**src/rtl/lsu.sv**
```systemverilog
// lsu: Cookabarra load/store unit between the EX->MEM and MEM->WB pipeline registers.
// Optional feature macro LSU_MISALIGN_CHECK_EN: trap misaligned halfword/word accesses locally.
package lsu_pkg;
    localparam int ALU_OP_W = 8;
    localparam logic [ALU_OP_W-1:0] UOP_CODE_NOP = 8'h00;
    localparam logic [ALU_OP_W-1:0] UOP_CODE_ADD = 8'h01;
    localparam logic [ALU_OP_W-1:0] UOP_CODE_LB  = 8'h20;
    localparam logic [ALU_OP_W-1:0] UOP_CODE_LH  = 8'h21;
    localparam logic [ALU_OP_W-1:0] UOP_CODE_LW  = 8'h22;
    localparam logic [ALU_OP_W-1:0] UOP_CODE_LBU = 8'h23;
    localparam logic [ALU_OP_W-1:0] UOP_CODE_LHU = 8'h24;
    localparam logic [ALU_OP_W-1:0] UOP_CODE_SB  = 8'h28;
    localparam logic [ALU_OP_W-1:0] UOP_CODE_SH  = 8'h29;
    localparam logic [ALU_OP_W-1:0] UOP_CODE_SW  = 8'h2A;
    localparam logic [31:0]         NOP_INST     = 32'h0000_0013;
endpackage

module lsu
    import lsu_pkg::*;
(
    input  logic                clk_i,
    input  logic                n_rst_i,
    input  logic                flush_i,
    input  logic                rd_we_i,
    input  logic [4:0]          rd_addr_i,
    input  logic [31:0]         rd_wdata_i,
    input  logic [ALU_OP_W-1:0] uopcode_i,
    input  logic [31:0]         mem_addr_i,
    input  logic [31:0]         mem_wdata_i,
    input  logic                csr_we_i,
    input  logic [11:0]         csr_waddr_i,
    input  logic [31:0]         csr_wdata_i,
    input  logic [31:0]         exception_i,
    input  logic [31:0]         pc_i,
    input  logic [31:0]         inst_i,
    output logic                data_req_o,
    input  logic                data_gnt_i,
    input  logic                data_rvalid_i,
    input  logic                data_err_i,
    output logic                data_we_o,
    output logic [3:0]          data_be_o,
    output logic [31:0]         data_addr_o,
    output logic [31:0]         data_wdata_o,
    input  logic [31:0]         data_rdata_i,
    output logic                stallreq_o,
    output logic                rd_we_o,
    output logic [4:0]          rd_addr_o,
    output logic [31:0]         rd_wdata_o,
    output logic                csr_we_o,
    output logic [11:0]         csr_waddr_o,
    output logic [31:0]         csr_wdata_o,
    output logic [31:0]         exception_o,
    output logic [31:0]         pc_o,
    output logic [31:0]         inst_o
);
    typedef enum logic [2:0] {IDLE, REQ, WAIT, DONE, ABORT} state_t;
    typedef enum logic [1:0] {SZ_B, SZ_H, SZ_W} size_t;

    state_t      state, state_next;
    size_t       size;
    logic        is_load, is_store, is_mem, is_unsigned, misaligned, go, nop, bus_err;
    logic [3:0]  be;
    logic [7:0]  rbyte;
    logic [15:0] rhalf;
    logic [31:0] lane_wdata, load_ext, load_data, misalign_exc, access_exc;

    // NOTE: every variable gets a default before the case, so no path can infer a latch.
    always_comb begin
        is_load     = 1'b0;
        is_store    = 1'b0;
        is_unsigned = 1'b0;
        size        = SZ_W;
        case (uopcode_i)
            UOP_CODE_LB:  begin is_load  = 1'b1; size = SZ_B; end
            UOP_CODE_LBU: begin is_load  = 1'b1; size = SZ_B; is_unsigned = 1'b1; end
            UOP_CODE_LH:  begin is_load  = 1'b1; size = SZ_H; end
            UOP_CODE_LHU: begin is_load  = 1'b1; size = SZ_H; is_unsigned = 1'b1; end
            UOP_CODE_LW:  is_load  = 1'b1;
            UOP_CODE_SB:  begin is_store = 1'b1; size = SZ_B; end
            UOP_CODE_SH:  begin is_store = 1'b1; size = SZ_H; end
            UOP_CODE_SW:  is_store = 1'b1;
            default: ;
        endcase
    end

    assign is_mem = is_load | is_store;

`ifdef LSU_MISALIGN_CHECK_EN
    assign misaligned = is_mem && ((size == SZ_H && mem_addr_i[0]) ||
                                   (size == SZ_W && mem_addr_i[1:0] != 2'b00));
`else
    assign misaligned = 1'b0;
`endif

    assign misalign_exc = {24'b0, 1'b0, is_store & misaligned, 1'b0, is_load & misaligned, 4'b0};
    assign access_exc   = {24'b0, is_store & bus_err, 1'b0, is_load & bus_err, 5'b0};

    // Reset is folded in so the combinational IDLE request drops while reset is held.
    assign go = n_rst_i & ~flush_i & is_mem & (exception_i == 32'b0) & ~misaligned;

    always_comb begin
        case (size)
            SZ_B:    begin be = 4'b0001 << mem_addr_i[1:0];         lane_wdata = {4{mem_wdata_i[7:0]}};  end
            SZ_H:    begin be = 4'b0011 << {mem_addr_i[1], 1'b0};   lane_wdata = {2{mem_wdata_i[15:0]}}; end
            default: begin be = 4'b1111;                            lane_wdata = mem_wdata_i;            end
        endcase
    end

    assign rbyte = data_rdata_i[{mem_addr_i[1:0], 3'b000} +: 8];
    assign rhalf = data_rdata_i[{mem_addr_i[1], 4'b0000} +: 16];

    always_comb begin
        case (size)
            SZ_B:    load_ext = is_unsigned ? {24'b0, rbyte} : {{24{rbyte[7]}}, rbyte};
            SZ_H:    load_ext = is_unsigned ? {16'b0, rhalf} : {{16{rhalf[15]}}, rhalf};
            default: load_ext = data_rdata_i;
        endcase
    end

    // NOTE: sequential state uses non-blocking assignments so all flops update together.
    always_ff @(posedge clk_i or negedge n_rst_i) begin
        if (!n_rst_i) state <= IDLE;
        else          state <= state_next;
    end

    always_ff @(posedge clk_i or negedge n_rst_i) begin
        if (!n_rst_i) begin
            load_data <= 32'b0;
            bus_err   <= 1'b0;
        end else if (state == WAIT && data_rvalid_i) begin
            load_data <= load_ext;
            bus_err   <= data_err_i;
        end
    end

    always_comb begin
        state_next = state;
        case (state)
            IDLE:  if (go) state_next = data_gnt_i ? WAIT : REQ;
            REQ: begin
                if (data_gnt_i)   state_next = flush_i ? ABORT : WAIT;
                else if (flush_i) state_next = IDLE;
            end
            WAIT: begin
                if (data_rvalid_i) state_next = flush_i ? IDLE : DONE;
                else if (flush_i)  state_next = ABORT;
            end
            ABORT: if (data_rvalid_i) state_next = IDLE;
            DONE:  state_next = IDLE;
            default: state_next = IDLE;
        endcase
    end

    always_comb begin
        data_req_o   = 1'b0;
        stallreq_o   = 1'b0;
        data_we_o    = is_store;
        data_be_o    = be;
        data_addr_o  = {mem_addr_i[31:2], 2'b00};
        data_wdata_o = lane_wdata;
        rd_we_o      = rd_we_i;
        rd_addr_o    = rd_addr_i;
        rd_wdata_o   = rd_wdata_i;
        csr_we_o     = csr_we_i;
        csr_waddr_o  = csr_waddr_i;
        csr_wdata_o  = csr_wdata_i;
        exception_o  = exception_i;
        pc_o         = pc_i;
        inst_o       = inst_i;
        nop          = 1'b0;
        case (state)
            IDLE: begin
                if (flush_i) nop = 1'b1;
                else if (is_mem) begin
                    rd_we_o     = 1'b0;
                    exception_o = exception_i | misalign_exc;
                    data_req_o  = go;
                    stallreq_o  = go;
                end
            end
            REQ:   begin data_req_o = 1'b1; stallreq_o = 1'b1; rd_we_o = 1'b0; end
            WAIT:  begin stallreq_o = 1'b1; rd_we_o = 1'b0; end
            ABORT: begin stallreq_o = 1'b1; nop = 1'b1; end
            DONE: begin
                if (flush_i) nop = 1'b1;
                else begin
                    exception_o = exception_i | access_exc;
                    rd_we_o     = is_load & rd_we_i & ~bus_err;
                    if (is_load) rd_wdata_o = load_data;
                end
            end
            default: ;
        endcase
        if (nop) begin
            rd_we_o     = 1'b0;
            csr_we_o    = 1'b0;
            exception_o = 32'b0;
            inst_o      = NOP_INST;
        end
    end
endmodule
```
**config.mk**
```make
export PLATFORM = sky130hd
export DESIGN_NAME = lsu
export DESIGN_NICKNAME = d
export VERILOG_FILES = /design/src/rtl/lsu.sv
export SDC_FILE = /design/constraint.sdc
export NUM_CORES = 1
export LEC_CHECK = 0
export BUFFER_PORTS_ARGS = -buffer_cell sky130_fd_sc_hd__buf_2
export CORE_AREA = 2 2 209 211
export DETAILED_ROUTE_END_ITERATION = 12
export DIE_AREA = 0 0 211 213
export MAX_ROUTING_LAYER = met4
export PLACE_DENSITY = 0.33
export SYNTH_ARGS = -nofsm -noshare
export SYNTH_HDL_FRONTEND = slang
export SYNTH_SLANG_ARGS = --single-unit
```
**constraint.sdc**
```tcl
create_clock -name clk_i -period 5.8 [get_ports clk_i]
set_clock_uncertainty 0.2 [all_clocks]
set_input_delay 0.29 -clock clk_i [delete_from_list [all_inputs] [get_ports clk_i]]
set_output_delay 0.29 -clock clk_i [all_outputs]
set_load 0.01 [all_outputs]
```
[Word-level counts from Yosys, hierarchy flattened]
Cells that the tools add are included.
Operators by class
  $lt $le $gt $ge: 0
  reductions and logical operators: 13
  multiply operators: 0
  shift-type cells: 4
  muxes and demuxes: 38
  divide/modulo/power cells: 0
  bitwise gates (word level): 11
  equal/unequal tests: 17
  add/sub/neg operators: 0
Operator list (count)
  $mux 32: 9
  $pmux 32 s2: 2
  $eq 8x6->1 const B: 8
  $logic_not 32->1: 1
  $or 32x8->32: 1
  $shiftx 32x6->16: 1
  $shiftx 32x6->8: 1
  $mux 3: 7
  $pmux 3 s4: 1
  $reduce_or 3->1: 4
  $mux 1: 11
  $pmux 4 s2: 1
  $and 1x1->1: 7
  $eq 3x2->1 const B: 2
  $ne 3x3->1 const B: 2
  $pmux 1 s2: 3
  $reduce_or 2->1: 3
  $reduce_or 5->1: 1
  $mux 2: 2
  $ne 2x2->1 const B: 2
  $pmux 2 s2: 1
  $reduce_and 4->1: 1
  $shl 1x2->4 const A: 1
  $shl 2x2->4 const A: 1
  9 further kinds: 10
Word-level totals
  flip-flop bits (word level): 36
  output and inout bits: 250
  bits in latches: 0
  ROM bits: 0
  bits in writable memories: 0
  memories: 0
  logic and storage cells: 86
  input bits: 289

[Longest topological paths before layout]
  word-level depth: 9
  mapped depth: 8
  depth with buffers taken out: 5

[Worst setup path after synthesis]
Ideal clock, no wire load.
  kind: input to output
  start: input port uopcode_i[4]
  end: output port data_req_o
  setup slack: 3.368 ns
  data arrival time: 1.942 ns
  stages: 6
  path buffers: 1
  required time: 5.310 ns
  path through: or4b_1 > buf_6 > nor2_4 > o21ai_2 > or4_4 > a211oi_2
Between the ends
  word-level cells in the longest chain between the ends: 9
  elaborated cells between the ends (all ways): 18
  those cells by class: eq/ne: 8; mux: 5; bitwise: 3; reduce/logical: 2
Ends and longest elaborated chain
  start, declared: line 27  | input logic [ALU_OP_W-1:0] uopcode_i,
  $eq 8x6->1: line 73  | case (uopcode_i)
  $reduce_or 5->1 (no source line) or $reduce_or 3->1 (tied branches)
  $mux 1: line 73
  $or 1x1->1 *: line 86  | assign is_mem = is_load | is_store;
  $and 1x1->1 (2 in series): line 99  | assign go = n_rst_i & ~flush_i & is_mem & (exception_i == 32'b0) & ~misaligned;
  $mux 1 *: line 174  | else if (is_mem) begin
  $mux 1 *: line 173  | if (flush_i) nop = 1'b1;
  $pmux 1 s2 *: line 171  | case (state)
  end, declared: line 36  | output logic data_req_o,
Every way passes the cells marked *; elsewhere a longest branch is shown, timed or not.

[Worst setup path after layout]
  start: register state[1]
  end: output port rd_wdata_o[22]
Between the ends
  word-level cells in the longest chain between the ends: 2
Ends and longest elaborated chain
  start, declared: line 59  | state_t state, state_next;
  start signal, assigned: line 123  | else state <= state_next;
  $eq 3x2->1: line 171
  $mux 32: line 171
  end, declared: line 48  | output logic [31:0] rd_wdata_o,
No other way between the ends.

==> results.json <==
{
  "status": "completed",
  "ios": 539,
  "regToRegEndpoint": "load_data[27]",
  "rsz0062_at_grt": "false",
  "period_share": 0.5724,
  "synth_seq_cells": 36,
  "report.final.slew_viol_count": 0,
  "comb_power_share": 0.314,
  "ys_warn_count": 0,
  "synth.avg_cell_area_um2": 7.902,
  "reg2regPathDepth": 5,
  "crit_fanout": 33,
  "cts_resized": 0,
  "htreeDepth": 2,
  "pwr-share-clk": 0.378,
  "slowest_delay_ns": 0.92,
  "netlist_area_mm2": 0.004409,
  "globalplace.congestion": 0.7725,
  "chipWidth_um": 211,
  "final_common_cell": "buf_2",
  "timing.fmax_ghz": 0.3012,
  "power_density_mw_per_mm2": 150.8,
  "setup_viol": 0,
  "drtAntennaViolNets": 0,
  "yosys.area.top_type": "buf_4",
  "worstMarginPinSlew_ns": 0.9118,
  "drtIter0Drc": 178,
  "postCtsSetupBuffers": 0,
  "internal_power_uw": 601.0,
  "hold_viol": 0,
  "vias": 4663,
  "endpoint": "rd_wdata_o[22]",
  "clk_latency_ns": 0.29,
  "die_y_um": 213,
  "layout_common_cells": "buf_2, nand2_1, and2_1, mux2_2, dfrtp_1",
  "fp.dieArea_mm2": 0.04494,
  "rr_startpoint": "state[1]",
  "netlist_instances": 558,
  "critPathLaunchType": "flop",
  "grt_pass1_vias": 4392,
  "firstDrtPassIters": 5,
  "crit_start": "state[1]",
  "grt_max_degree": 67,
  "p_leak_nw": 2.840,
  "drive_above_1_share": 0.5435,
  "layout.nets": 1024,
  "hpwl_mm": 19.62,
  "ir_worst_vdd_mv": 0.1311,
  "yosys_most_used_dff": "dfrtp_1",
  "clkSlewWorstSetupHoldPaths_ns": 0.07,
  "synthArstFlopShare": 1.000,
  "setup_tns_ns": 0,
  "register_area_um2": 900.9,
  "antenna_found_initial": 4,
  "viasPerCell": 3.626,
  "start_util": 0.1033,
  "crit_chain": "nor2b_1 > and4_2 > mux2_2 > buf_2",
  "synth_edf_count": 0,
  "worst-r2r-setup-slack_ns": 3.23,
  "switching_power_uw": 290.2,
  "multiInputGateArea_mm2": 0.002447,
  "port-buffer-count": 314,
  "cp-end-kind": "output pin",
  "rows": 76,
  "p_seq_frac": 0.307,
  "fillerInstances": 4925,
  "maxCapViolations": 0,
  "worst_ep_required_time_ns": 5.31,
  "worstHoldPathType": "in -> reg",
  "wl_mm": 23.78,
  "post_drt_wl_per_cell_um": 18.49,
  "clock-sinks": 36,
  "synth.distinct_cells": 53,
  "cts_buffers": 5,
  "drc": 0,
  "grt_usage": 0.1012,
  "p_total_uw": 891.3,
  "critPathSlowestCell": "and4_2",
  "overflow": 0,
  "cts_tree": "built",
  "grt_first_pass_wirelength_mm": 31.20,
  "synth_seq_area_share": 0.2043,
  "clock_path_buffers": 2,
  "clock-root-buffer": "clkbuf_16",
  "synth_top_area_frac": 0.2077,
  "core_mm2": 0.04270,
  "maxSlewHeadroom": 0.3921,
  "syn2layout_area_growth_pct": 34.05,
  "worstSetupPathType": "reg -> out",
  "min_period_ns": 3.320,
  "synth_top_cells_by_area": "buf_4, dfrtp_1, mux2_2",
  "arrival_ns": 2.83,
  "cts_hold_buf": 1,
  "switching_share": 0.3256
}
-- cell usage after synthesis, types with 2 or more instances --
cell type  instances
nand3b_1           2
inv_1              9
o21a_1             2
nand2b_1           8
a21oi_2            3
buf_1              2
nand2_1           64
nand3_1            3
a21oi_1           31
a222oi_1          12
nor3_1             6
a211oi_1           2
buf_4            122
buf_2             12
nor3b_1            2
nor2_1            29
and2_1            61
o21ai_0           19
a221oi_1           2
mux2_2            46
o22ai_1            5
buf_6              2
dfrtp_1           36
a211oi_2           2
nor4_1             6
o31ai_1            2
nor4b_1            2
mux4_2             5
clkbuf_1          19
mux2i_1            8
o32ai_1            2
nor2b_1            6
a31oi_1            6
-- worst min-delay path by stage --
stage | from | endpoint | slack [ns] | cells past startpoint
2_1_floorplan | n_rst_i | bus_err | -0.21 | 0
3_3_place_gp | load_data[3] | load_data[3] | 0.28 | 2
3_5_place_dp | load_data[3] | load_data[3] | 0.28 | 2
4_1_cts | data_rdata_i[5] | load_data[5] | 0.02 | 3
5_1_grt | data_rdata_i[25] | load_data[25] | 0.03 | 3
6_report | data_rdata_i[5] | load_data[5] | 0.03 | 3
-- registers in the layout (all words and copies together) (netlist names) --
register / cells
state: 3
bus_err: 1
load_data: 32
-- cell type report --
type / instances / share of cell area
multi-input combinational: 357 / 0.4141
clock buffer: 5 / 0.02117
timing repair buffer: 326 / 0.2815
sequential: 36 / 0.1524
clock inverter: 3 / 0.007832
tap: 546 / 0.1156
inverter: 9 / 0.005715
antenna: 4 / 0.001693
-- cell families (layout without fill, tap and decap cells) --
family	count (synthesis)	count (layout)	synth area share
mux	59	59	0.1612
other cells	1	6	0.0008505
fa+ha+maj	1	1	0.002270
compound gates	97	97	0.1464
simple gates	198	198	0.2330
buf+inv	166	343	0.2520
flops	36	36	0.2043
-- stage by stage --
| step | cell area [um2] | worst slack (ns) | hold WS [ns] | instances | util |
|---|---|---|---|---|---|
| 3_5_place_dp | 5719 | 2.499 | 0.2815 | 1273 | 0.1340 |
| 5_1_grt | 5908 | 2.278 | 0.03152 | 1285 | 0.1384 |
| 4_1_cts | 5901 | 2.394 | 0.02000 | 1282 | 0.1382 |
| 3_3_place_gp | 5719 | 2.565 | 0.2833 | 1273 | 0.1340 |
| 2_1_floorplan | 4413 | 3.368 | -0.2056 | 559 | - |
| 6_report | 5911 | 2.480 | 0.02937 | 1286 | 0.1384 |
-- worst max-delay path, delay by kind of cell, from the launching register on --
kind          cells  cell delay [ns]
buf+inv           1             0.14
flops             1             0.53
mux               1             0.41
simple gates      2             1.41
-- per-layer routing --
metal,track usage,vias up,part of all wire
met1,0.09292,2157,0.35
met2,0.1978,300,0.54
met5,-,-,0
met3,0.02765,46,0.082
met4,0.03837,0,0.028
li1,-,2160,-
-- power by group through the flow --
stage / Clock, mW / Combinational, mW / Sequential, mW
floorplan: 0 / 0.211 / 0.272
global placement: 0 / 0.285 / 0.280
detailed placement: 0 / 0.285 / 0.280
CTS: 0.353 / 0.287 / 0.275
global route: 0.361 / 0.307 / 0.276
finish: 0.337 / 0.280 / 0.274
No activity file was read; power rests on OpenSTA's default activity.
